===== config.mk =====
export PLATFORM = sky130hd
export DESIGN_NAME = wasm_instr_loader
export DESIGN_NICKNAME = d
export VERILOG_FILES = /design/src/rtl/wasm_instr_loader.sv
export SDC_FILE = /design/constraint.sdc
export NUM_CORES = 1
export LEC_CHECK = 0
export BUFFER_PORTS_ARGS = -buffer_cell sky130_fd_sc_hd__buf_2
export CORE_MARGIN = 5
export CORE_UTILIZATION = 43
export DETAILED_ROUTE_END_ITERATION = 10
export GPL_ROUTABILITY_DRIVEN = 1
export PLACE_DENSITY = 0.66
export SYNTH_ARGS = -nofsm -noshare
export SYNTH_HDL_FRONTEND = slang
export SYNTH_SLANG_ARGS = --single-unit

===== constraint.sdc =====
create_clock -name clk -period 4.1 [get_ports clk]
set_input_delay 0.205 -clock clk [delete_from_list [all_inputs] [get_ports clk]]
set_output_delay 0.205 -clock clk [all_outputs]
set_load 0.05 [all_outputs]

===== src/rtl/wasm_instr_loader.sv =====
// rtl/wasm_instr_loader.sv - wasm byte-stream loader: preamble check, window packing, memory write port
module wasm_instr_loader #(
    parameter int WIN     = 4,
    parameter int LOG_WIN = 2,
    parameter int CAP     = 256,
    parameter int CNT_W   = 9
) (
    input  logic                 clk,
    input  logic                 rst_n,
    input  logic                 start,
    input  logic [7:0]           s_byte,
    input  logic                 s_vld,
    input  logic                 s_last,
    output logic                 s_rdy,
    output logic                 we,
    output logic [LOG_WIN-1:0]   write_pointer_shift_minusone,
    output logic [WIN*8-1:0]     wr_data,
    output logic [CNT_W-1:0]     byte_cnt,
    output logic                 load_done,
    output logic                 hdr_err,
    output logic                 ovf_err
);

    typedef enum logic [2:0] {IDLE, HDR, BODY, DONE, ERR} state_t;

    // Preamble byte i sits at [i*8 +: 8]: 00 61 73 6d 01 00 00 00
    localparam logic [63:0] PREAMBLE = 64'h0000_0001_6d73_6100;

    state_t               state, state_nxt;
    logic [WIN*8-1:0]     pack, pack_nxt;
    logic [LOG_WIN-1:0]   lane;
    logic [CNT_W-1:0]     cnt_nxt;
    logic                 accept, start_ok, hdr_bad, cap_hit, emit;

    assign lane     = byte_cnt[LOG_WIN-1:0];
    assign cnt_nxt  = byte_cnt + 1'b1;
    assign accept   = s_vld & s_rdy;
    assign start_ok = start & ((state == IDLE) | (state == DONE) | (state == ERR));
    assign cap_hit  = (cnt_nxt == CNT_W'(CAP));
    assign hdr_bad  = accept & (state == HDR) &
                      ((s_byte != PREAMBLE[{byte_cnt[2:0], 3'b000} +: 8]) | s_last);
    // A bad header byte discards the partial window instead of emitting it
    assign emit     = accept & ~hdr_bad &
                      ((lane == LOG_WIN'(WIN - 1)) | s_last | cap_hit);

    always_comb begin
        pack_nxt = pack;
        pack_nxt[{lane, 3'b000} +: 8] = s_byte;
    end

    always_ff @(posedge clk or negedge rst_n) begin
        if (!rst_n) begin
            state <= IDLE;
        end else begin
            state <= state_nxt;
        end
    end

    always_comb begin
        state_nxt = state;
        case (state)
            IDLE, DONE, ERR: if (start) state_nxt = HDR;
            HDR: begin
                if (hdr_bad) begin
                    state_nxt = ERR;
                end else if (accept && cnt_nxt == CNT_W'(8)) begin
                    state_nxt = BODY;
                end
            end
            BODY: begin
                if (accept && s_last) begin
                    state_nxt = DONE;
                end else if (accept && cap_hit) begin
                    state_nxt = ERR;
                end
            end
            default: state_nxt = IDLE;
        endcase
    end

    always_comb begin
        s_rdy = (state == HDR) | (state == BODY);
    end

    always_ff @(posedge clk or negedge rst_n) begin
        if (!rst_n) begin
            we                           <= 1'b0;
            write_pointer_shift_minusone <= '0;
            wr_data                      <= '0;
            byte_cnt                     <= '0;
            pack                         <= '0;
            load_done                    <= 1'b0;
            hdr_err                      <= 1'b0;
            ovf_err                      <= 1'b0;
        end else begin
            we <= emit;
            if (start_ok) begin
                byte_cnt  <= '0;
                pack      <= '0;
                load_done <= 1'b0;
                hdr_err   <= 1'b0;
                ovf_err   <= 1'b0;
            end else if (accept) begin
                byte_cnt <= cnt_nxt;
                if (emit) begin
                    wr_data                      <= pack_nxt;
                    write_pointer_shift_minusone <= lane;
                    pack                         <= '0;
                end else if (hdr_bad) begin
                    pack <= '0;
                end else begin
                    pack <= pack_nxt;
                end
                if (hdr_bad) begin
                    hdr_err <= 1'b1;
                end
                if (state == BODY && s_last) begin
                    load_done <= 1'b1;
                end
                if (state == BODY && cap_hit && !s_last) begin
                    ovf_err <= 1'b1;
                end
            end
        end
    end

endmodule


== Yosys cells after proc, flatten, opt, wreduce, memory -nomap -nowiden ==
Index checks and enable logic that the tools add are counted.
Word-level totals
  output and inout bits: 48
  flip-flop bits (word level): 82
  input bits: 13
  logic and storage cells: 79
Cells by class
  bitwise logic cells: 14
  add/subtract/negate cells: 2
  reduce and logical (&&, ||, !) cells: 18
  shift operators: 3
  mux-type cells: 22
  eq/ne operators: 11
Operators by type and width (number)
  32-bit 2-to-1 mux: 4
  64-bit by 7-bit variable part select with 8-bit output (first input constant): 1
  32-bit bitwise mux: 1
  8-bit by 7-bit variable shift with 32-bit output (first input constant): 1
  8-bit by 7-bit variable part select with 32-bit output: 1
  9-bit 2-to-1 mux: 2
  3-bit 2-to-1 mux: 5
  9-bit by 1-bit adder with 9-bit output (second input constant): 1
  9-bit by 4-bit == test with 1-bit output (second input constant): 1
  9-bit == test (second input constant): 1
  1-bit 2-to-1 mux: 9
  3-bit one-hot mux with 3 select lines: 1
  8-bit inequality test: 1
  2-bit nonzero test: 4
  5-bit negator with 7-bit output: 1
  1-bit bitwise AND: 6
  3-bit by 2-bit == test with 1-bit output (second input constant): 2
  1-bit logical AND: 6
  3-bit inequality test (second input constant): 2
  1-bit bitwise OR: 6
  2-bit AND reduction: 3
  3-bit AND reduction: 2
  3-bit by 1-bit == test with 1-bit output (second input constant): 1
  3-bit == test (second input constant): 1
  6 further kinds: 7

== Depth between registers and ports, before layout ==
Gate-level depths: netlist of run 1.
  depth after elaboration: 11
  mapped depth: 11
  depth with buffers taken out: 9

== Worst setup path after synthesis of run 1 ==
Ideal clock, no wire load.
  path type: register -> register
  start: reg byte_cnt[0]
  end: reg pack[0]
  setup slack: 0.986 ns
  cell stages (with the launch flop): 11
  clock period less this slack: 3.114 ns
  setup time: 0.082 ns
  data required time: 4.018 ns
  arrival: 3.032 ns
  path buffers: 1
  cell sequence: dfrtp_1 -> buf_2 -> inv_1 -> ha_1 -> or3b_1 -> o211ai_1 -> a21oi_1 -> o31a_1 -> a221o_2 -> o31ai_4 -> o2bb2ai_1
On the way
  cells in the longest elaborated chain, start to end: 10
  elaborated cells between the ends (all ways): 20
  those cells by class: 2 x add/sub; 3 x eq/ne; 3 x shift; 5 x mux; 7 x bitwise
RTL lines
  start, declared: line 18  | output logic [CNT_W-1:0] byte_cnt,
  start signal, assigned: line 104  | byte_cnt <= cnt_nxt;
  64-bit by 7-bit variable part select with 8-bit output: line 41  | ((s_byte != PREAMBLE[{byte_cnt[2:0], 3'b000} +: 8]) | s_last);
  8-bit inequality test: line 41
  1-bit bitwise OR: line 41
  1-bit bitwise AND: line 40  | assign hdr_bad = accept & (state == HDR) &
  1-bit inverter: line 43  | assign emit = accept & ~hdr_bad &
  1-bit bitwise AND (2 in series): line 43
  32-bit 2-to-1 mux (*): line 105  | if (emit) begin
  32-bit 2-to-1 mux (*): line 103  | end else if (accept) begin
  32-bit 2-to-1 mux (*): line 97  | if (start_ok) begin
  end signal, assigned: line 112  | pack <= pack_nxt;
  end, declared: line 30  | logic [WIN*8-1:0] pack, pack_nxt;
Every way passes the cells marked *; elsewhere a longest branch is shown, timed or not. The select of a mux whose other input is x is not followed.
A chain may end at the register's enable or synchronous reset.

== Worst setup path after layout of run 1 ==
  start: reg byte_cnt[0]
  end: reg pack[16]
The elaborated chain is that of the path after synthesis.

==> results.sh, run 1 <==
export IMPL_status="complete, no violations"
export IMPL_cap_violations=0
export IMPL_synth_top_area_frac=0.497
export IMPL_hold_viol=0
export IMPL_cts_resized=0
export IMPL_dieArea_um2=11700
export IMPL_drt_iter0_markers=288
export IMPL_grt_util_all_layers=0.184
export IMPL_start_util=0.445
export IMPL_worstSetupStartpoint="byte_cnt[0]"
export IMPL_grt_pass1_vias=3169
export IMPL_rr_startpoint="byte_cnt[0]"
export IMPL_worstHoldPathType="in -> async"
export IMPL_core_um2=9280
export IMPL_cts_tree="yes"
export IMPL_synth_area_leader_cell="dfrtp_1"
export IMPL_p_leak_nw=2.25
export IMPL_fin_crit_sh=0.806
export IMPL_htreeDepth=3
export IMPL_areaGrowthSynthToFinish_pct=15.3
export IMPL_antenna_found_initial=0
export IMPL_syn_avg_cell_area_um2=10.2
export IMPL_worst_slack_ns=0.794
export IMPL_clock_path_buffers=2
export IMPL_hold_ws_ns=0.0263
export IMPL_dp_cells=581
export IMPL_drc=0
export IMPL_final_net_count=484
export IMPL_synthTopCellsByArea="dfrtp_1 (50%), mux2_2 (7.9%), o2bb2ai_1 (6.8%)"
export IMPL_worstPathMaxFanout=15
export IMPL_avgViaCountPerCell=5.35
export IMPL_num_rows=35
export IMPL_ys_flop_type="dfrtp_1"
export IMPL_slew_headroom=0.308
export IMPL_seq_area_frac_synth=0.497
export IMPL_cts_sinks=82
export IMPL_fillers=884
export IMPL_setup_tns_ns=0
export IMPL_synth_warnings=0
export IMPL_rsz0062_at_grt="no"
export IMPL_io_buffers=60
export IMPL_ctsHoldBuffers=0
export IMPL_critPathRequiredTime_ns=4.38
export IMPL_p_per_area_nw_per_um2=566
export IMPL_ant_nets=0
export IMPL_final_setup_viol_count=0
export IMPL_mostFrequentLayoutCells="dfrtp_1 (82), nand2_1 (59), buf_2 (59)"
export IMPL_finalMaxSlewViolations=0
export IMPL_critPathKind="reg -> reg"
export IMPL_worstPathArrival_ns=3.58
export IMPL_end_kind="flop"
export IMPL_synth_async_sr_flop_share=1.00
export IMPL_dr_total_vias=3194
export IMPL_clk_latency_ns=0.35
export IMPL_grt_pass1_wl_mm=16.8
export IMPL_drive_gt1_frac=0.263
export IMPL_routed_wl_mm=10.2
export IMPL_syn_inst=406
export IMPL_synth_seq_cells=82
export IMPL_worstMarginPinSlew_ns=1.04
export IMPL_ir_drop_v=0.000314
export IMPL_drtPass1Iterations=5
export IMPL_wl_per_cell_um=17.0
export IMPL_cts_buffers=9
export IMPL_ys_types=48
export IMPL_stdcell_count=597
export IMPL_critPathLaunchType="flop"
export IMPL_place_hpwl_mm=6.96
export IMPL_post_cts_buffers=0
export IMPL_grt_ovfl_total=0
export IMPL_routabilityCongestion=0.840
export IMPL_root_buffer="clkbuf_8"
export IMPL_layout_commonest_cell="dfrtp_1"
export IMPL_grt_max_degree=83
export IMPL_synth_edf_count=0
export IMPL_n_antenna_cell=0
export IMPL_clock_skew_ns=0.00731
export IMPL_synth_fp_nets=426
export IMPL_fmax_ghz=0.302
export IMPL_io_pins=61
export IMPL_die_w_um=108
export IMPL_die_h_um=108
export IMPL_path_clk_slew_ns=0.09
export IMPL_synth_area_um2=4130
export IMPL_period_needed_ns=3.31
export IMPL_pre_cts_slack_ns=0.832
==> cells in the mapped netlist, types with 2 or more instances <==
master	instances
o31ai_4	3
inv_1	39
nand2_1	59
buf_2	10
o31a_1	2
xor2_1	6
nor2_1	21
o22ai_1	2
ha_1	7
nor3b_1	3
nor4_1	3
or2_2	4
xnor2_1	4
a21oi_1	5
mux2_1	5
dfrtp_1	82
o21ai_0	47
nor3_1	5
and3_1	2
nand3_1	3
clkbuf_1	6
and2_1	2
o2bb2ai_1	32
mux2_2	29
a211o_1	2
==> final cells by class <==
| type | instances | area (um2) | share of cell area |
|---|---|---|---|
| Sequential cell | 82 | 2050 | 0.431 |
| Multi-Input combinational cell | 267 | 1850 | 0.389 |
| Timing Repair Buffer | 65 | 338 | 0.0709 |
| Tap cell | 129 | 161 | 0.0339 |
| Inverter | 39 | 146 | 0.0307 |
| Clock buffer | 9 | 124 | 0.0260 |
| Clock inverter | 6 | 91.3 | 0.0192 |
==> registers in the layout (all words and copies together), names as in the netlist <==
signal and count:
pack 32, wr_data 32, byte_cnt 9, state 3, write_pointer_shift_minusone 2, hdr_err 1
load_done 1, ovf_err 1, we 1
==> routing by layer <==
layer | track usage | part of all wire
met1 | 0.254 | 0.45
met2 | 0.294 | 0.48
met3 | 0.0400 | 0.060
met4 | 0.0505 | 0.013
met5 | 0 | 0
==> through the flow <==
step / utilization / cell area (um2) / power [mW]
final: 0.513 / 4770 / 2.70
after global routing: 0.513 / 4770 / 2.86
after CTS: 0.513 / 4760 / 2.73
after detailed placement: 0.490 / 4550 / 2.08
after global placement: 0.490 / 4550 / 2.05
after floorplan: - / 4130 / 1.80
==> path summary, 6_finish.rpt <==
kind                               end  slack (ns)  cells past startpoint
max                           pack[16]        0.79                      9
min                        byte_cnt[5]        0.03                      1
max reg2reg                   pack[16]        0.79                      9
min reg2reg                 wr_data[8]        0.49                      1
max in group asynchronous      pack[4]        3.41                      1
min in group clk               ovf_err        0.28                      4
==> worst max-delay path: stages (launching register included) <==
cell	delay, ns
dfrtp_1	0.57
inv_1	0.18
ha_1	0.42
or3b_1	0.42
o211ai_1	0.09
a21oi_1	0.11
o31a_1	0.38
a221o_2	0.48
o31ai_4	0.39
o2bb2ai_1	0.17
==> power by group <==
part           total, mW  switching [mW]  leakage (nW)  internal [mW]
Clock              0.643           0.300         0.110          0.343
Combinational       1.07           0.759          1.01          0.313
Sequential         0.985          0.0826          1.13          0.902
==> kinds of logic after synthesis <==
logic type,count (synthesis),synth area share
buffers and inverters,57,0.0569
multiplexers,34,0.0926
AND/OR/NAND/NOR,111,0.123
XOR/XNOR,10,0.0212
AO/OA/AOI/OAI,105,0.189
adder cells (fa/ha/maj),7,0.0212
flip-flops,82,0.497
No activity file was read; power rests on OpenSTA's default activity.
==> run 2: changes to the inputs <==
- PLACE_DENSITY: 0.66 -> 0.68
- clock period: 4.1 -> 2.9 ns (I/O delays scaled with it)
==> results.sh, run 2 (synthesis results as in run 1) <==
export IMPL_worstPathArrival_ns=3.08
export IMPL_slew_headroom=0.306
export IMPL_worstMarginPinSlew_ns=1.04
export IMPL_areaGrowthSynthToFinish_pct=20.6
export IMPL_path_clk_slew_ns=0.09
export IMPL_routed_wl_mm=10.6
export IMPL_core_um2=9280
export IMPL_critPathLaunchType="flop"
export IMPL_ir_drop_v=0.000337
export IMPL_routabilityCongestion=0.901
export IMPL_dr_total_vias=3320
export IMPL_cap_violations=0
export IMPL_setup_tns_ns=0
export IMPL_largestRegisters="pack (32), wr_data (32), byte_cnt (9)"
export IMPL_p_comb_frac=0.432
export IMPL_highest_layer="met4"
export IMPL_htreeDepth=3
export IMPL_critPathRequiredTime_ns=3.17
export IMPL_stdcell_count=615
export IMPL_end_kind="flop"
export IMPL_num_rows=35
export IMPL_period_needed_ns=2.80
export IMPL_clock_skew_ns=0.0144
export IMPL_grt_pass1_vias=3291
export IMPL_pwr_share_clk=0.222
export IMPL_timing_rr_end="pack[17]"
export IMPL_antenna_found_initial=0
export IMPL_r2r_slack_ns=0.1
export IMPL_start_util=0.445
export IMPL_place_hpwl_mm=7.19
export IMPL_grt_util_all_layers=0.186
export IMPL_wl_per_cell_um=17.3
export IMPL_drive_gt1_frac=0.311
export IMPL_critPathCapture="pack[17]"
export IMPL_worstHoldPathType="in -> async"
export IMPL_hold_ws_ns=-0.0450
export IMPL_grt_max_degree=83
export IMPL_dieArea_um2=11700
export IMPL_violations="negative hold slack"
export IMPL_p_per_area_nw_per_um2=805
export IMPL_fmax_ghz=0.357
export IMPL_p_switching_mw=1.71
export IMPL_cts_sinks=82
export IMPL_final_net_count=501
export IMPL_layout_commonest_cell="dfrtp_1"
export IMPL_status="finished, violations left"
export IMPL_cts_tree="yes"
export IMPL_p_int_mw=2.30
export IMPL_n_antenna_cell=0
export IMPL_wl_met3_um=569
export IMPL_root_buffer="clkbuf_8"
export IMPL_clk_latency_ns=0.36
export IMPL_clock_path_buffers=2
export IMPL_fin_crit_sh=0.967
export IMPL_hold_viol=46
export IMPL_grt_ovfl_total=0
export IMPL_cts_buffers=9
export IMPL_drc=0
export IMPL_critPathKind="reg -> reg"
export IMPL_worstPathMaxFanout=7
export IMPL_rr_startpoint="byte_cnt[1]"
export IMPL_m1WireLength_mm=4.98
export IMPL_die_h_um=108
export IMPL_drtPass1Iterations=4
export IMPL_p_leak_nw=2.34
export IMPL_route_met2_wl_mm=4.91
export IMPL_r2r_cells=10
export IMPL_fin_util=0.537
export IMPL_die_w_um=108
export IMPL_slowest_delay_ns=0.49
export IMPL_pwr_share_seq=0.347
export IMPL_crit_path_top_delay_cell="a221o_2"
export IMPL_finalMaxSlewViolations=0
export IMPL_io_buffers=60
export IMPL_worstSetupStartpoint="byte_cnt[1]"
export IMPL_swShare=0.427
export IMPL_mostFrequentLayoutCells="dfrtp_1 (80), buf_2 (59), nand2_1 (58)"
export IMPL_final_setup_viol_count=0
export IMPL_dp_cells=590
export IMPL_drt_iter0_markers=238
export IMPL_io_pins=61
export IMPL_ant_nets=0
export IMPL_grt_pass1_wl_mm=17.1
export IMPL_avgViaCountPerCell=5.40
export IMPL_cp_cell_sequence="inv_2, ha_4, or3b_1, o211ai_1, a21oi_2, o31a_1, a221o_2, o31ai_4, buf_4, o2bb2ai_1"
## run 2: cell count changes in the layout (fill, tap and decap cells not counted), sizes merged
cell	change
buf	+18
clkinv	-2
clkinvlp	+2
bufinv	-1
inv	+1
## run 2: critical path: cells and delay by family, from the launching register on
| family | cells | cell delay, ns |
|---|---|---|
| AO/OA/AOI/OAI | 6 | 1.49 |
| flip-flops | 1 | 0.48 |
| AND/OR/NAND/NOR | 1 | 0.34 |
| buffers and inverters | 2 | 0.27 |
| adder cells (fa/ha/maj) | 1 | 0.13 |
## run 2: final cells by class
type	count	area (um2)
clock inverters	6	73.8
inverters	39	149
repair buffers	82	500
clock buffers	10	138
well taps	129	161
multi-input cells	267	1910
flip-flops and latches	82	2050
fillers	847	4300
## run 2: worst min-delay path by stage
stage / from / to / slack, ns
2_1_floorplan: rst_n / byte_cnt[0] / -0.15
5_1_grt: rst_n / byte_cnt[1] / 0.08
6_report: rst_n / byte_cnt[7] / -0.05
3_5_place_dp: rst_n / state[0] / 0.40
3_3_place_gp: rst_n / state[0] / 0.39
4_1_cts: rst_n / wr_data[28] / 0.01
## run 2: power groups by stage
stage	sequential, mW	combinational, mW	clock, mW
floorplan	1.73	0.821	0
global placement	1.40	1.58	0
detailed placement	1.41	1.60	0
CTS	1.39	1.60	0.905
global route	1.41	1.86	0.948
finish	1.39	1.73	0.890
## run 2: timing repair
item | CTS | global route
hold buffers | 0 | 0
endpoints found under the setup margin | 0 | 66
buffers inserted | 0 | 9
gates resized for setup | 0 | 13
## run 2: metrics by stage
| stage | hold WS, ns | setup slack, ns | area [um2] | power, mW |
|---|---|---|---|---|
| 6_report | -0.0450 | 0.0953 | 4980 | 4.01 |
| 3_5_place_dp | 0.396 | 0.0598 | 4640 | 3.01 |
| 5_1_grt | 0.0756 | -0.0180 | 4980 | 4.22 |
| 3_3_place_gp | 0.386 | 0.147 | 4640 | 2.98 |
| 4_1_cts | 0.0126 | 0.0656 | 4850 | 3.90 |
| 2_1_floorplan | -0.151 | 0.00209 | 4140 | 2.56 |
## run 2: layer usage
metal  global-route usage  vias to the layer above
li1                     -                     1560
met1                0.265                     1652
met2                0.281                       96
met3               0.0376                       12
met4               0.0667                        0
met5                    0                        -
==> run 3: changes to the inputs <==
- CORE_ASPECT_RATIO: unset -> 0.7
==> results.sh, run 3 (synthesis results as in run 1) <==
export IMPL_worstSetupStartpoint="byte_cnt[0]"
export IMPL_num_rows=29
export IMPL_avgViaCountPerCell=5.43
export IMPL_p_int_mw=2.42
export IMPL_wl_per_cell_um=17.4
export IMPL_slew_headroom=0.316
export IMPL_layout_commonest_cell="dfrtp_1"
export IMPL_path_clk_slew_ns=0.06
export IMPL_p_leak_nw=2.34
export IMPL_violations="negative hold slack"
export IMPL_drc=0
export IMPL_place_hpwl_mm=7.51
export IMPL_cts_buffers=9
export IMPL_p_comb_frac=0.398
export IMPL_io_pins=61
export IMPL_r2r_cells=9
export IMPL_drtPass1Iterations=5
export IMPL_critPathLaunchType="flop"
export IMPL_hold_viol=17
export IMPL_grt_pass1_wl_mm=17.2
export IMPL_worstHoldPathType="in -> async"
export IMPL_status="finished, violations left"
export IMPL_critical_path_top_delay_family="compound AO/OA/AOI/OAI gates"
export IMPL_die_h_um=92.0
export IMPL_routabilityCongestion=0.883
export IMPL_swShare=0.408
export IMPL_cp_depth=9
export IMPL_critPathRequiredTime_ns=3.15
export IMPL_grt_max_degree=83
export IMPL_rr_startpoint="byte_cnt[0]"
export IMPL_largestRegisters="pack (32), wr_data (32), byte_cnt (9)"
export IMPL_cts_sinks=82
export IMPL_p_per_area_nw_per_um2=827
export IMPL_fin_crit_sh=0.962
export IMPL_drive_gt1_frac=0.294
export IMPL_grt_ovfl_total=0
export IMPL_crit_path_top_delay_cell="a221o_2"
export IMPL_ctsHoldBuffers=0
export IMPL_slowest_delay_ns=0.46
export IMPL_final_net_count=495
export IMPL_grt_util_all_layers=0.190
export IMPL_pwr_share_clk=0.262
export IMPL_p_switching_mw=1.67
export IMPL_core_um2=9220
export IMPL_cts_tree="yes"
export IMPL_mostFrequentLayoutCells="dfrtp_1 (80), nand2_1 (59), buf_2 (59)"
export IMPL_ir_drop_v=0.000319
export IMPL_start_util=0.448
export IMPL_setup_tns_ns=0
export IMPL_worstPathMaxFanout=8
export IMPL_ant_nets=0
export IMPL_clock_skew_ns=0.00442
export IMPL_worstPathArrival_ns=3.04
export IMPL_path_buf_inv=1
export IMPL_end_kind="flop"
export IMPL_die_w_um=127
export IMPL_fin_util=0.536
export IMPL_hold_ws_ns=-0.0223
export IMPL_fmax_ghz=0.358
export IMPL_drt_iter0_markers=220
export IMPL_grt_pass1_vias=3263
export IMPL_clk_latency_ns=0.34
export IMPL_n_antenna_cell=0
export IMPL_finalMaxSlewViolations=0
export IMPL_clock_path_buffers=2
export IMPL_worstMarginPinSlew_ns=1.03
export IMPL_routed_wl_mm=10.5
export IMPL_dieArea_um2=11700
export IMPL_final_setup_viol_count=0
export IMPL_io_buffers=60
export IMPL_cp_cell_sequence="inv_2, ha_1, or3b_1, o211ai_1, a21oi_1, o31a_1, a221o_2, o31ai_4, o2bb2ai_1"
export IMPL_dr_total_vias=3282
export IMPL_period_needed_ns=2.79
export IMPL_antenna_found_initial=0
export IMPL_critPathKind="reg -> reg"
export IMPL_areaGrowthSynthToFinish_pct=19.5
export IMPL_rsz0062_at_grt="no"
export IMPL_root_buffer="clkbuf_16"
export IMPL_cap_violations=0
export IMPL_htreeDepth=3
export IMPL_pwr_share_seq=0.340
==> run 3: cell count changes in the layout (fill, tap and decap cells not counted), moves of 2 or more <==
| cell | previous run | this run |
|---|---|---|
| clkbuf_16 | 0 | 9 |
| clkbuf_8 | 10 | 2 |
| buf_4 | 19 | 16 |
| buf_6 | 2 | 0 |
| clkinv_2 | 0 | 2 |
| ha_4 | 2 | 0 |
==> run 3: metal layers <==
metal / up-vias / GRT usage / wire, um
met4: 0 / 0.0643 / 183
met2: 98 / 0.273 / 4580
met3: 17 / 0.0441 / 604
met5: - / 0 / 0
met1: 1615 / 0.281 / 5140
li1: 1552 / - / -
==> run 3: layout make-up <==
class	instances	area, um2
fill	831	4280
sequential	82	2050
multi-input combinational	267	1870
timing repair buffer	76	435
clock buffer	12	256
tap	124	155
inverter	39	146
clock inverter	4	26.3
==> run 3: final timing paths <==
kind	to	slack, ns
setup / recovery	pack[14]	0.11
hold / removal	ovf_err	-0.02
setup reg to reg	pack[14]	0.11
hold reg to reg	wr_data[10]	0.49
max in group asynchronous	byte_cnt[1]	2.18
min in group clk	pack[15]	0.23
==> run 3: what timing repair did <==
action	CTS	global route
gates resized for setup	0	4
buffers inserted	0	3
endpoints found under the setup margin	0	15
endpoints found under the hold margin	0	0
==> run 3: power groups by stage <==
stage / combinational, mW / clock (mW) / sequential [mW]
global placement: 1.58 / 0 / 1.40
detailed placement: 1.60 / 0 / 1.41
CTS: 1.60 / 1.10 / 1.39
global route: 1.76 / 1.15 / 1.41
floorplan: 0.821 / 0 / 1.73
finish: 1.63 / 1.07 / 1.39
==> run 3: metrics by stage <==
step	setup WS, ns	power, mW	cell area [um2]	cells
floorplan	0.00209	2.56	4140	406
global placement	0.145	2.98	4620	585
detailed placement	0.0759	3.01	4620	585
CTS	0.0592	4.10	4910	601
global route	0.0000255	4.32	4940	604
finish	0.110	4.09	4940	604
